[config.mk]
export PLATFORM = sky130hd
export DESIGN_NAME = modcount_sched
export DESIGN_NICKNAME = d
export VERILOG_FILES = /design/src/rtl/modcount_sched_pkg.sv /design/src/rtl/mod_count_core.sv /design/src/rtl/modcount_sched.sv
export SDC_FILE = /design/constraint.sdc
export NUM_CORES = 1
export LEC_CHECK = 0
export CAP_MARGIN = 20
export CORE_MARGIN = 1.5
export CORE_UTILIZATION = 30
export CTS_CLUSTER_DIAMETER = 60
export DETAILED_ROUTE_END_ITERATION = 7
export PLACE_DENSITY = 0.56
export REMOVE_ABC_BUFFERS = 1
export SLEW_MARGIN = 20
export SYNTH_ARGS = -nofsm -noshare
export SYNTH_HDL_FRONTEND = slang
export SYNTH_SLANG_ARGS = --single-unit
export TNS_END_PERCENT = 100
[constraint.sdc]
create_clock -name clk -period 1.7 [get_ports clk]
set_input_delay 0.34 -clock clk [delete_from_list [all_inputs] [get_ports clk]]
set_output_delay 0.34 -clock clk [all_outputs]
set_load 0.05 [all_outputs]
[src/rtl/modcount_sched_pkg.sv]
// Shared definitions for the mod-N counter scheduler: FSM state encoding and
// default sizing parameters used by the scheduler and its counter core.
package modcount_sched_pkg;

    localparam int DEF_WIDTH = 4;
    localparam int DEF_MOD   = 10;
    localparam int DEF_NREQ  = 2;
    localparam int DEF_LENW  = 8;

    typedef enum logic [1:0] {
        ST_IDLE = 2'd0,
        ST_LOAD = 2'd1,
        ST_RUN  = 2'd2,
        ST_DONE = 2'd3
    } state_t;

endpackage

[src/rtl/mod_count_core.sv]
// Loadable mod-MOD up-counter; load wins over enable, wraps MOD-1 -> 0.
module mod_count_core #(
    parameter int WIDTH = modcount_sched_pkg::DEF_WIDTH,
    parameter int MOD   = modcount_sched_pkg::DEF_MOD
) (
    input  logic             clk,
    input  logic             rst,
    input  logic             en,
    input  logic             lde,
    input  logic [WIDTH-1:0] ld,
    output logic [WIDTH-1:0] Q
);

    localparam logic [WIDTH-1:0] LAST = WIDTH'(MOD - 1);

    always_ff @(posedge clk) begin
        if (rst) begin
            Q <= '0;
        end else if (lde) begin
            Q <= ld;
        end else if (en) begin
            Q <= (Q == LAST) ? '0 : Q + 1'b1;
        end
    end

endmodule

[src/rtl/modcount_sched.sv]
// Round-robin scheduler that loads, runs and releases a shared mod-N counter
// on behalf of NREQ requesters.
//
// Handshake: req is a level sampled only in IDLE; the winner sees gnt from
// LOAD through DONE and a one-cycle done pulse in DONE. Inputs are ignored
// outside IDLE, so a granted run always completes unless rst intervenes.
module modcount_sched
    import modcount_sched_pkg::*;
#(
    parameter int WIDTH = DEF_WIDTH,
    parameter int MOD   = DEF_MOD,
    parameter int NREQ  = DEF_NREQ,
    parameter int LENW  = DEF_LENW
) (
    input  logic                  clk,
    input  logic                  rst,
    input  logic [NREQ-1:0]       req,
    input  logic [NREQ*WIDTH-1:0] ld_val,
    input  logic [NREQ*LENW-1:0]  run_len,
    output logic [NREQ-1:0]       gnt,
    output logic [NREQ-1:0]       done,
    output logic                  busy,
    output logic                  ld_err,
    output logic [WIDTH-1:0]      Q,
    output state_t                o_state
);

    localparam int IDXW = (NREQ > 1) ? $clog2(NREQ) : 1;
    localparam logic [WIDTH:0] MOD_W = (WIDTH+1)'(MOD);

    state_t            r_state;
    state_t            w_state_nxt;
    logic [IDXW-1:0]   r_last;
    logic [IDXW-1:0]   r_widx;
    logic [WIDTH-1:0]  r_val;
    logic [LENW-1:0]   r_len;
    logic [LENW-1:0]   r_rem;

    logic              w_found;
    logic [IDXW-1:0]   w_win;
    logic              w_lde;
    logic              w_en;
    logic [WIDTH-1:0]  w_ld;
    logic              w_bad;

    // Search starts one past the last winner so a requester that holds req
    // after its done yields to any other pending requester.
    always_comb begin
        w_found = 1'b0;
        w_win   = '0;
        for (int k = 1; k <= NREQ; k++) begin
            if (!w_found && req[(int'(r_last) + k) % NREQ]) begin
                w_found = 1'b1;
                w_win   = IDXW'((int'(r_last) + k) % NREQ);
            end
        end
    end

    assign w_bad = ({1'b0, r_val} >= MOD_W);

    always_comb begin
        w_state_nxt = r_state;
        w_lde       = 1'b0;
        w_en        = 1'b0;
        w_ld        = '0;
        ld_err      = 1'b0;
        done        = '0;
        case (r_state)
            ST_IDLE: begin
                if (w_found) w_state_nxt = ST_LOAD;
            end
            ST_LOAD: begin
                w_lde       = 1'b1;
                w_ld        = w_bad ? '0 : r_val;
                ld_err      = w_bad;
                w_state_nxt = (r_len != '0) ? ST_RUN : ST_DONE;
            end
            ST_RUN: begin
                w_en = 1'b1;
                if (r_rem == LENW'(1)) w_state_nxt = ST_DONE;
            end
            ST_DONE: begin
                done[r_widx] = 1'b1;
                w_state_nxt  = ST_IDLE;
            end
            default: w_state_nxt = ST_IDLE;
        endcase
    end

    always_ff @(posedge clk) begin
        if (rst) begin
            r_state <= ST_IDLE;
            r_last  <= IDXW'(NREQ - 1);
            r_widx  <= '0;
            r_val   <= '0;
            r_len   <= '0;
            r_rem   <= '0;
        end else begin
            r_state <= w_state_nxt;
            case (r_state)
                ST_IDLE: begin
                    if (w_found) begin
                        r_widx <= w_win;
                        r_val  <= ld_val[w_win*WIDTH +: WIDTH];
                        r_len  <= run_len[w_win*LENW +: LENW];
                    end
                end
                ST_LOAD: r_rem  <= r_len;
                ST_RUN:  r_rem  <= r_rem - 1'b1;
                ST_DONE: r_last <= r_widx;
                default: ;
            endcase
        end
    end

    always_comb begin
        gnt = '0;
        if (r_state != ST_IDLE) gnt[r_widx] = 1'b1;
    end

    assign busy    = (r_state != ST_IDLE);
    assign o_state = r_state;

    mod_count_core #(
        .WIDTH (WIDTH),
        .MOD   (MOD)
    ) u_core (
        .clk (clk),
        .rst (rst),
        .en  (w_en),
        .lde (w_lde),
        .ld  (w_ld),
        .Q   (Q)
    );

endmodule

; Yosys cells after proc, flatten, opt, wreduce, memory -nomap -nowiden
; Cells that the tools add are included.
[totals]
ff_bits = 28
out_inout_bits = 12
in_bits = 28
word_cells = 64
[classes]
n_mux = 27
bitwise = 2
addsub = 4
n_lt_le_gt_ge = 5
n_reduce_logical = 10
n_eq_ne = 7
shift = 2
[op_table]
columns = operator, n
row1 = $mux W4, 5
row2 = $pmux W8 S2, 1
row3 = $shiftx A16 B5 Y8, 1
row4 = $mux W1, 15
row5 = $eq A8 B1 Y1 const B, 1
row6 = $mux W2, 4
row7 = $pmux W2 S4, 1
row8 = $reduce_bool A8 Y1, 1
row9 = $shiftx A8 B4 Y4, 1
row10 = $sub A8 B1 Y8 const B, 1
row11 = $lt A2 B3 Y1 const B, 2
row12 = $reduce_bool A2 Y1, 3
row13 = $add A4 B1 Y4 const B, 1
row14 = $eq A2 B2 Y1 const B, 2
row15 = $eq A4 B4 Y1 const B, 1
row16 = $ge A4 B4 Y1 const B, 1
row17 = $ne A2 B2 Y1 const B, 2
row18 = $reduce_and A2 Y1, 2
row19 = $add A1 B1 Y1 const B, 2
row20 = $and A1 B1 Y1 const A, 2
row21 = $eq A2 B1 Y1 const B, 1
row22 = $logic_and A1 B1 Y1, 2
row23 = $logic_not A2 Y1, 1
row24 = $lt A1 B2 Y1 const B, 1
row25 = 3 further kinds, 3

; Longest topological paths before layout
[logic_depth]
depth_word = 11
ltp_mapped = 7
ltp_nobuf = 6

; By module
; A second synthesis with hierarchy kept.
[hier_totals]
cells_unflattened = 185
hier_area_um2 = 1584.0
[modules_own_cells]
columns = mod, cells_per_inst, area_each_um2, seq_area_each_um2, instances
row1 = modcount_sched, 158, 1342.5, 480.5, 1
row2 = mod_count_core, 27, 241.5, 80.1, 1

; Least setup slack after synthesis
; Ideal clock, no wire load.
[synth_timing]
path_type = flip-flop to flip-flop
from = register r_state[0] (netlist: o_state[0])
to = register r_len[0]
period_less_slack_ns = 2.151
arrival_time_ns = 2.065
stages_incl_launch_ff = 7
path_buffers = 1
slack_ns = -0.451
setup_time_ns = 0.086
path_cell_list = dfxtp_1 -> inv_1 -> ha_1 -> inv_1 -> nor2_1 -> clkbuf_1 -> a211oi_1
[synth_via]
elab_chain_len = 2
[synth_lines]
columns = item, line_no
row1 = "start, declared", modcount_sched.sv:31  ; state_t r_state;
row2 = "start signal, assigned", modcount_sched.sv:99  ; r_state <= w_state_nxt;
row3 = $logic_not A2 Y1, modcount_sched.sv:100  ; case (r_state)
row4 = $reduce_and A2 Y1 (no line), -
row5 = "end signal, assigned", modcount_sched.sv:105  ; r_len <= run_len[w_win*LENW +: LENW];
row6 = "end, declared", modcount_sched.sv:36  ; logic [LENW-1:0] r_len;
; Every way passes these cells.
; A chain may end at the register's enable or synchronous reset.

; Worst setup path after layout
[layout_timing]
from = register r_state[0] (netlist: o_state[0])
to = output port busy
[layout_via]
elab_chain_len = 1
[layout_lines]
columns = item, line_no
row1 = $reduce_bool A2 Y1, modcount_sched.sv:121  ; assign busy = (r_state != ST_IDLE);
row2 = "end, declared", modcount_sched.sv:22  ; output logic busy,
; Every way passes these cells.

==> results.toml <==
[route]
drc = 0
drt-wirelength-per-cell_um = 11.79
ant_nets = 0
wl_mm = 3.502
viasPerCell = 4.734
vias = 1406
initialDrtViolationCount = 84
dr.pass1.iters = 4

[worst_setup_path]
criticalPathCategory = "flop to primary output"
crit_chain = "inv_1, ha_4, inv_1, buf_4, buf_12"
cp_slowest_cell = "dfxtp_2"
end_kind = "primary output"
critPathRequiredTime_ns = 1.36
startpoint_type = "flop"
crit_arrival_ns = 1.30
crit_top_cell = "inv_1"
path_max_fanout = 4
slowest_delay_ns = 0.33

[floorplanning]
pin_count = 40
initial_utilization_pct = 31.90
die_x_um = 74.80
core_area_sq_mm = 0.004848
dieArea_sq_mm = 0.005594
die_h_um = 74.80
rows = 25

[power]
p_leak_nw = 0.8739
p_total_mw = 4.135
max-vdd-ir-drop_mv = 0.6624
power.density_mw_per_mm2 = 1800

[yosys]
syn_area_per_cell_sq_um = 8.405
synthesis.area_sq_mm = 0.001546
synth.distinct_cells = 37
synthCells = 184
ys_ff_latch = 28
synth-warning-count = 0
ys_seq_area_share_pct = 36.25

[timing]
period_needed_ns = 1.636
max_freq_mhz = 611.3
tightest_slew_ns = 0.4289
final_hold_viol_count = 0
max_slew_margin_pct = 71.16
finalSetupViolCount = 0
clock_skew_ns = 0.003987
finalMaxSlewViolations = 0
min_period_over_period_pct = 96.22

[placed_design]
io_buffers = 39
dp_hpwl_mm = 2.642
dpl_cell_area_sq_mm = 0.002183
globalplace.congestion = 0.7417

[grt]
use_met2_pct = 19.05
grtUsageMet3_pct = 2.544
grt_pass1_vias = 1280
antenna_found_initial = 0
grt_use_total_pct = 13.52
grt-ovfl-total = 0
grt.busiest_layer = "met1"
grt_pass1_wl_mm = 5.961
use_met1_pct = 21.13
grt_start_max_net_pins = 30

[cells_and_area]
syn_to_final_growth_pct = 48.54
fin_nets = 265
nFillCells = 481
n_antenna_cell = 0
fin_area_sq_mm = 0.002297
final_core_util_pct = 47.38
final_layout_size_suffix_gt1_share_pct = 17.83

[clocking]
clk_path_buf_depth = 2
clkLatencyLatePin_ns = 0.28
htree_levels = 1
cts-hold-fix-buffers = 0
numCtsBuffers = 3
cts_sinks = 28
cts.reportedPaths.clkPinSlew_ns = 0.10
cts_tree = "done"
root_buffer = "clkbuf_8"

[min_path]
hp-class = "flop to flop"

[status]
outcome = "complete, no violations"

[run]
maxCapViolations = 0
[routing by layer]
layer,wire (um),share of wire [%]
met2,1518,43
met3,99,2.8
met1,1847,53
met5,0,0
met4,36,1.0
[layout make-up]
class	instances	area, sq um	area share [%]
Multi-Input combinational cell	137	937.1	40.80
Timing Repair Buffer	52	608.1	26.47
Sequential cell	28	563.0	24.51
Tap cell	67	83.83	3.649
Clock buffer	3	41.29	1.797
Inverter	9	33.78	1.471
Clock inverter	1	30.03	1.307
[power breakdown]
group	switching (mW)	internal [mW]
Clock	0.216	0.316
Combinational	1.25	1.18
Sequential	0.277	0.891
Total	1.75	2.39
[sequential cells by signal, indices dropped and copies added, names as in the netlist]
signal    count
r_len         8
r_rem         8
r_val         4
u_core.Q      4
o_state       2
r_last        1
r_widx        1
[what timing repair did]
item / CTS / global route
endpoints found under the setup margin: 3 / 6
pin swaps: 0 / 2
resized for setup: 4 / 6
setup buffers: 0 / 1
[kinds of logic (layout without fill, tap and decap cells)]
logic type,count (synthesis),after routing,share of synthesized area (%)
compound gates,52,52,22.73
simple gates,62,62,19.82
flops,28,28,36.25
mux,17,17,11.08
fa+ha+maj,6,6,4.854
buf+inv,19,65,5.258
[critical path: cells and delay by family (launching register included)]
kind | cells | cell delay, ns
flops | 1 | 0.33
fa+ha+maj | 1 | 0.19
buf+inv | 4 | 0.50
[final timing paths]
path / from / to / slack [ns] / depth (start not counted)
max reg2reg: r_rem[0] / r_rem[6] / 0.19 / 5
min: r_last / r_last / 0.51 / 1
min reg2reg: r_last / r_last / 0.51 / 1
max: o_state[0] / busy / 0.06 / 5
[through the flow]
stage	hold WS, ns	setup slack [ns]	setup TNS (ns)	instances
CTS	0.5143	0.007180	0	296
detailed placement	0.4870	0.03214	0	292
global placement	0.4736	0.04464	0	292
floorplan	0.4091	-0.6682	-13.14	174
global route	0.5384	-0.002610	-0.002610	297
finish	0.5056	0.06421	0	297
[synthesized netlist by cell type (all sizes together)]
| library cell | number | share of area, % |
|---|---|---|
| ha | 6 | 4.9 |
| o32ai | 2 | 1.1 |
| a22o | 1 | 0.57 |
| clkbuf | 5 | 1.2 |
| o31ai | 2 | 0.97 |
| nor3b | 1 | 0.49 |
| a211o | 1 | 0.57 |
| nand2b | 4 | 1.6 |
| a211oi | 15 | 7.3 |
| nand3b | 1 | 0.49 |
| inv | 9 | 2.2 |
| a31oi | 4 | 1.6 |
| a221oi | 1 | 0.57 |
| and3 | 2 | 0.81 |
| nor3 | 4 | 1.3 |
| mux2i | 16 | 10 |
| a2111oi | 1 | 0.57 |
| and2 | 1 | 0.40 |
| a21boi | 1 | 0.73 |
| buf | 5 | 1.9 |
| a22oi | 1 | 0.49 |
| a311oi | 1 | 0.57 |
| dfxtp | 28 | 36 |
| or4 | 1 | 0.73 |
| o21ai | 10 | 3.5 |
| a21oi | 10 | 3.2 |
| mux2 | 1 | 0.73 |
| nor4b | 4 | 2.3 |
| nand3 | 3 | 0.97 |
| a21o | 2 | 0.97 |
| nand2 | 7 | 1.7 |
| nor2b | 3 | 1.2 |
| nor2 | 29 | 7.0 |
| nor4 | 2 | 0.81 |
[cells in the final DEF, fill, tap and decap left out, types with 2 or more instances in the layout]
cell	count
nand2b_1	4
buf_4	13
nor3_1	4
ha_4	2
ha_1	4
a31oi_1	4
nor2_1	27
clkbuf_8	3
buf_12	12
o31ai_1	2
a211oi_1	15
a21o_1	2
inv_1	8
nor4b_1	4
nor2_2	2
nor2b_1	3
nor4_1	2
nand2_1	7
a21oi_1	10
clkdlybuf4s50_1	27
and3_1	2
dfxtp_1	26
dfxtp_2	2
nand3_1	3
o21ai_0	9
mux2i_1	16
o32ai_1	2
Note: power is estimated with default switching activity, not from simulation.
==> RTL edit 1, RTL diff (same settings) <==
`DEF_LENW`: 8 -> 16.
--- a/src/rtl/modcount_sched_pkg.sv
+++ b/src/rtl/modcount_sched_pkg.sv
@@ -5,7 +5,7 @@
     localparam int DEF_WIDTH = 4;
     localparam int DEF_MOD   = 10;
     localparam int DEF_NREQ  = 2;
-    localparam int DEF_LENW  = 8;
+    localparam int DEF_LENW  = 16;
 
     typedef enum logic [1:0] {
         ST_IDLE = 2'd0,
Ports: changed (resized run_len); port bits go from 40 to 56. The function was not compared with the original's and may differ.
==> RTL edit 1 against the unedited design <==
The run now ends with setup timing left. Setup slack got worse by 0.22 ns. Combinational power up 95%. Routed wire length rose by 130%. Register-to-register slack got worse by 0.35 ns. Final area grew 76%. Sequential cell count increased by 16. Global-route usage is 3.7 points higher. Total power is 78% higher. Final cell count is 66% higher. Synthesized area increased by 58%. Largest power group unchanged.
==> RTL edit 1: results (changes against the unedited design) <==
Run status
  • Status: complete, but fails checks
  • Failing checks: setup timing

Logic synthesis
  • Sequential area share after synthesis: 0.361 (-0.00106)
  • Synth unique cells: 50 (+35%)
  • Post-synth top cells: dfxtp_1, nor2_1, a211oi_1, mux2i_1, a21oi_1
  • Post-synthesis mux area share: 0.0986 (-0.0123)
  • Compound-Gate Fraction of Synth Area: 0.248 (+0.0211)
  • Post-Syn Instances: 295 (+60%)
  • Register bit count reported by yosys: 44 (+57%)
  • Main area contributors after synthesis: dfxtp_1, mux2i_1, a211oi_1
  • Post-synthesis xor/xnor area fraction: 0.00359 (+0.00359)

GRT
  • First-pass GRT wire length: 11.6 mm (+95%)
  • Vias in the first global route: 2394 (+87%)
  • Grt met3 use: 0.0350 (+0.00952)
  • Grt met2 use: 0.282 (+0.0912)

Power
  • Leak pwr: 1.49 nW (+70%)
  • Peak VDD IR: 0.000669 V (+0.99%)

Timing
  • Worst Hold Margin: 0.486 ns (-0.0200 ns)
  • Fin Setup TNS: -0.473 ns (-0.473 ns)
  • Clk_skew: 0.00705 ns (+0.00306 ns)
  • Endpoints failing setup: 6 (+6)
  • PnR worst setup slack: -0.158 ns (-0.223 ns)

Finish
  • Area of the multi-input gates: 1710 µm² (+83%)
  • Regs by FF count: r_len: 16 flops, r_rem: 16 flops
  • Clock buf/inv share: 0.0244 (-0.00663)
  • Fill count: 716 (+49%)
  • Number of non-clock buffers: 108 (+110%)
  • Register area: 888 µm² (+58%)
  • Post-route cell area: 4050 µm² (+76%)

Place
  • Dpl cell area: 3500 µm² (+60%)
  • Buffers on Ports: 55 (+41%)
  • GPL Wtd Cong: 0.884 (+19%)
  • Dpl hpwl: 5.08 mm (+92%)

Routing
  • Post-route met1 wirelength: 3.64 mm (+97%)
  • Routed wire length: 7.93 mm (+130%)
  • Via count: 2615 (+86%)
  • Violation count after the first detailed-routing iteration: 132 (+57%)
  • Met3 Routed Length: 325 µm (+230%)
  • DR vias/cell: 5.32 (+12%)

Clock network
  • H-tree depth reported by CTS: 2 (+1)
  • CTS buffer count: 5 (+2)
  • Clk slew on worst S/H paths: 0.08 ns (-0.02 ns)

Critical path
  • CP arrival: 2.10 ns (+0.80 ns)
  • CP peak stage delay: 0.57 ns (+0.24 ns)
  • CP max-delay cell: or4_4
[RTL edit 1: changes by cell type in the layout (fill, tap and decap cells not counted), sizes merged, moves of 10 or more]
cell	change
buf	+38
clkdlybuf4s50	+16
nor2	+12
dfxtp	+16
nand2	+10
a211oi	+11
[RTL edit 1: path summary, 6_finish.rpt]
| kind | from | cells after the start | endpoint |
|---|---|---|---|
| min reg2reg | r_val[0] | 2 | u_core.Q[0] |
| max reg2reg | r_rem[6] | 4 | r_rem[12] |
| min | r_val[0] | 2 | u_core.Q[0] |
| max | r_rem[6] | 4 | r_rem[12] |
[RTL edit 1: power by group]
group	switching [mW]	internal [mW]
registers	0.397	1.42
clock network	0.356	0.422
logic	2.41	2.34
[RTL edit 1: what timing repair did]
action / 4_1_cts / 5_1_grt
hold buffers: 0 / 0
endpoints found under the setup margin: 25 / 40
resized for setup: 27 / 49
cloned: 0 / 2
endpoints found under the hold margin: 0 / 0
setup buffers: 1 / 7
pin swaps: 4 / 15
==> RTL edit 2, RTL diff (config.mk and constraints unchanged) <==
Made on the original files. Reset style: asynchronous (`rst`), changed in 2 clocked blocks.
--- a/src/rtl/mod_count_core.sv
+++ b/src/rtl/mod_count_core.sv
@@ -13,7 +13,7 @@
 
     localparam logic [WIDTH-1:0] LAST = WIDTH'(MOD - 1);
 
-    always_ff @(posedge clk) begin
+    always_ff @(posedge clk or posedge rst) begin
         if (rst) begin
             Q <= '0;
         end else if (lde) begin
--- a/src/rtl/modcount_sched.sv
+++ b/src/rtl/modcount_sched.sv
@@ -87,7 +87,7 @@
         endcase
     end
 
-    always_ff @(posedge clk) begin
+    always_ff @(posedge clk or posedge rst) begin
         if (rst) begin
             r_state <= ST_IDLE;
             r_last  <= IDXW'(NREQ - 1);
Check against the original RTL: differs if rst is asserted again (counterexample within 4 cycles, from zero or initial values and one cycle with rst high); with rst held inactive, the same outputs for 10 cycles.
==> RTL edit 2 against the unedited design <==
Sequential cell count stayed put. Largest cell class unchanged. Highest routed layer unchanged. Setup slack worse by 0.019 ns. Core utilization decreased by 2.0 points. Synthesized area grew 1.5%. Final area up 0.16%. Maximum frequency decreased by 1.2%. Routed wire length grew 1.9%. Synthesized cell count down 8.2%.
Power is left out: it rests on default switching activity, and per cell area and clock period it moved more than threefold.
==> RTL edit 2: results (changes against the unedited design) <==
GRT
  • Pin count of the biggest net entering global routing: 22 (-27%)
  • Initial antenna violation count: 0 (unchanged)
  • Vias in the first global route: 1234 (-3.6%)
  • GRT Overall Usage: 0.136 (+0.00105)
  • First-pass GRT wire length: 5.82 mm (-2.3%)

Logic synthesis
  • Main area contributors after synthesis: dfrtp_1, mux2i_1, o21ai_0
  • Synth warnings: 0 (unchanged)
  • Synth unique cells: 35 (-5.4%)
  • Ys async rst share: 1.00 (+1.00)
  • Sequential area share after synthesis: 0.447 (+0.0849)
  • Post-Syn Area per Cell: 9.28 µm² (+10%)
  • Post-synth top cells: dfrtp_1, nand2_1, o21ai_0, a21oi_1, mux2i_1

Timing
  • Endpoints failing setup: 0 (unchanged)
  • Clk_skew: 0.00810 ns (+0.00411 ns)
  • Slew headroom: 0.717 (+0.00558)
  • Fin Setup TNS: 0 ns (unchanged)

Routing
  • Violation count after the first detailed-routing iteration: 63 (-25%)
  • Highest routed metal layer: met4
  • DRT Pass-1 Iters: 4 (unchanged)
  • Avg WL per Cell: 12.4 µm (+5.5%)
  • Via count: 1366 (-2.8%)
  • Met3 Routed Length: 71 µm (-28%)
  • Post-route met1 wirelength: 1.79 mm (-3.1%)
  • Wire length on met2: 1.67 mm (+9.7%)

Min path
  • Worst hold path type: input port to async pin

Finish
  • Regs by FF count: r_len: 8 flops, r_rem: 8 flops
  • Share of layout cells above drive strength 1: 0.203 (+0.0245)
  • Cell Count, Final, Fillers Out: 287 (-3.4%)
  • Number of diodes: 0 (unchanged)
  • Fill count: 499 (+3.7%)
  • NumNets Final: 252 (-4.9%)

Place
  • Buffers on Ports: 39 (unchanged)
  • GPL Wtd Cong: 0.779 (+5.0%)
  • Dpl hpwl: 2.75 mm (+4.0%)
  • Placed Cells incl. Taps: 281 (-3.8%)
  • Dpl ws: 0.0309 ns (-0.00120 ns)

Run status
  • Status: finished clean

Clock network
  • Clk_lat worst skew: 0.27 ns
  • Clk slew on worst S/H paths: 0.09 ns
  • H-tree depth reported by CTS: 1 (unchanged)
  • CTS buffer count: 3 (unchanged)
  • Root buffer cell: clkbuf_8
  • Clock Tree Buf Depth: 2 (unchanged)

Critical path
  • Crit-path max FO: 4 (unchanged)
  • CP arrival: 1.32 ns (+0.02 ns)
[RTL edit 2: changes by cell type in the layout (fill, tap and decap cells not counted), moves of 4 or more]
cell,before,now
o21ai_0,9,21
inv_1,8,3
a211oi_1,15,0
nor2_1,27,7
dfrtp_1,0,27
nor4b_1,4,0
a21oi_1,10,15
o22ai_1,0,4
a31oi_1,4,0
nand2_1,7,21
dfxtp_1,26,0
[RTL edit 2: through the flow]
| step | area (µm²) | utilization |
|---|---|---|
| floorplan | 1530 | - |
| global placement | 2190 | 0.431 |
| detailed placement | 2190 | 0.431 |
| CTS | 2260 | 0.445 |
| global route | 2300 | 0.453 |
| finish | 2300 | 0.453 |
[RTL edit 2: worst paths after layout]
kind	start	end	slack (ns)	cells after the start
max	o_state[1]	done[0]	0.04	4
min	rst	u_core.Q[3]	0.35	2
max reg2reg	r_rem[0]	r_rem[4]	0.07	6
min reg2reg	r_len[2]	r_len[2]	0.50	2
max in group asynchronous	rst	o_state[0]	0.90	3
min in group clk	r_len[2]	r_len[2]	0.50	2
[RTL edit 2: worst max-delay path, cell delays in order, from the launching register on]
cell	delay (ns)
dfrtp_1	0.41
buf_4	0.16
ha_2	0.19
nor2b_4	0.13
buf_12	0.15
[RTL edit 2: layout make-up]
cell class / instances / area, µm² / area share
Timing Repair Buffer: 52 / 587 / 0.255
Multi-Input combinational cell: 125 / 850 / 0.369
Tap cell: 70 / 87.6 / 0.0381
Sequential cell: 28 / 702 / 0.305
Inverter: 8 / 30.0 / 0.0131
Clock buffer: 4 / 45.0 / 0.0196
[RTL edit 2: layer usage]
metal | up-vias | GRT usage
li1 | 703 | -
met1 | 639 | 0.197
met2 | 22 | 0.210
met3 | 2 | 0.0198
met4 | 0 | 0.0476
met5 | - | 0
[RTL edit 2: cell families after synthesis]
logic type	after synthesis	synth area share
muxes	16	0.104
AOI/OAI and AO/OA	51	0.191
DFF	28	0.447
xor gates and xnor gates	1	0.00558
buffers and inverters	16	0.0415
adders and majority gates	6	0.0478
and+or+nand+nor	51	0.163
[RTL edit 2: repair_timing]
action | CTS | global route
pin swaps | 1 | 2
gates cloned | 0 | 0
setup buffers | 0 | 2
resized for setup | 6 | 11
setup endpoints to repair | 6 | 6
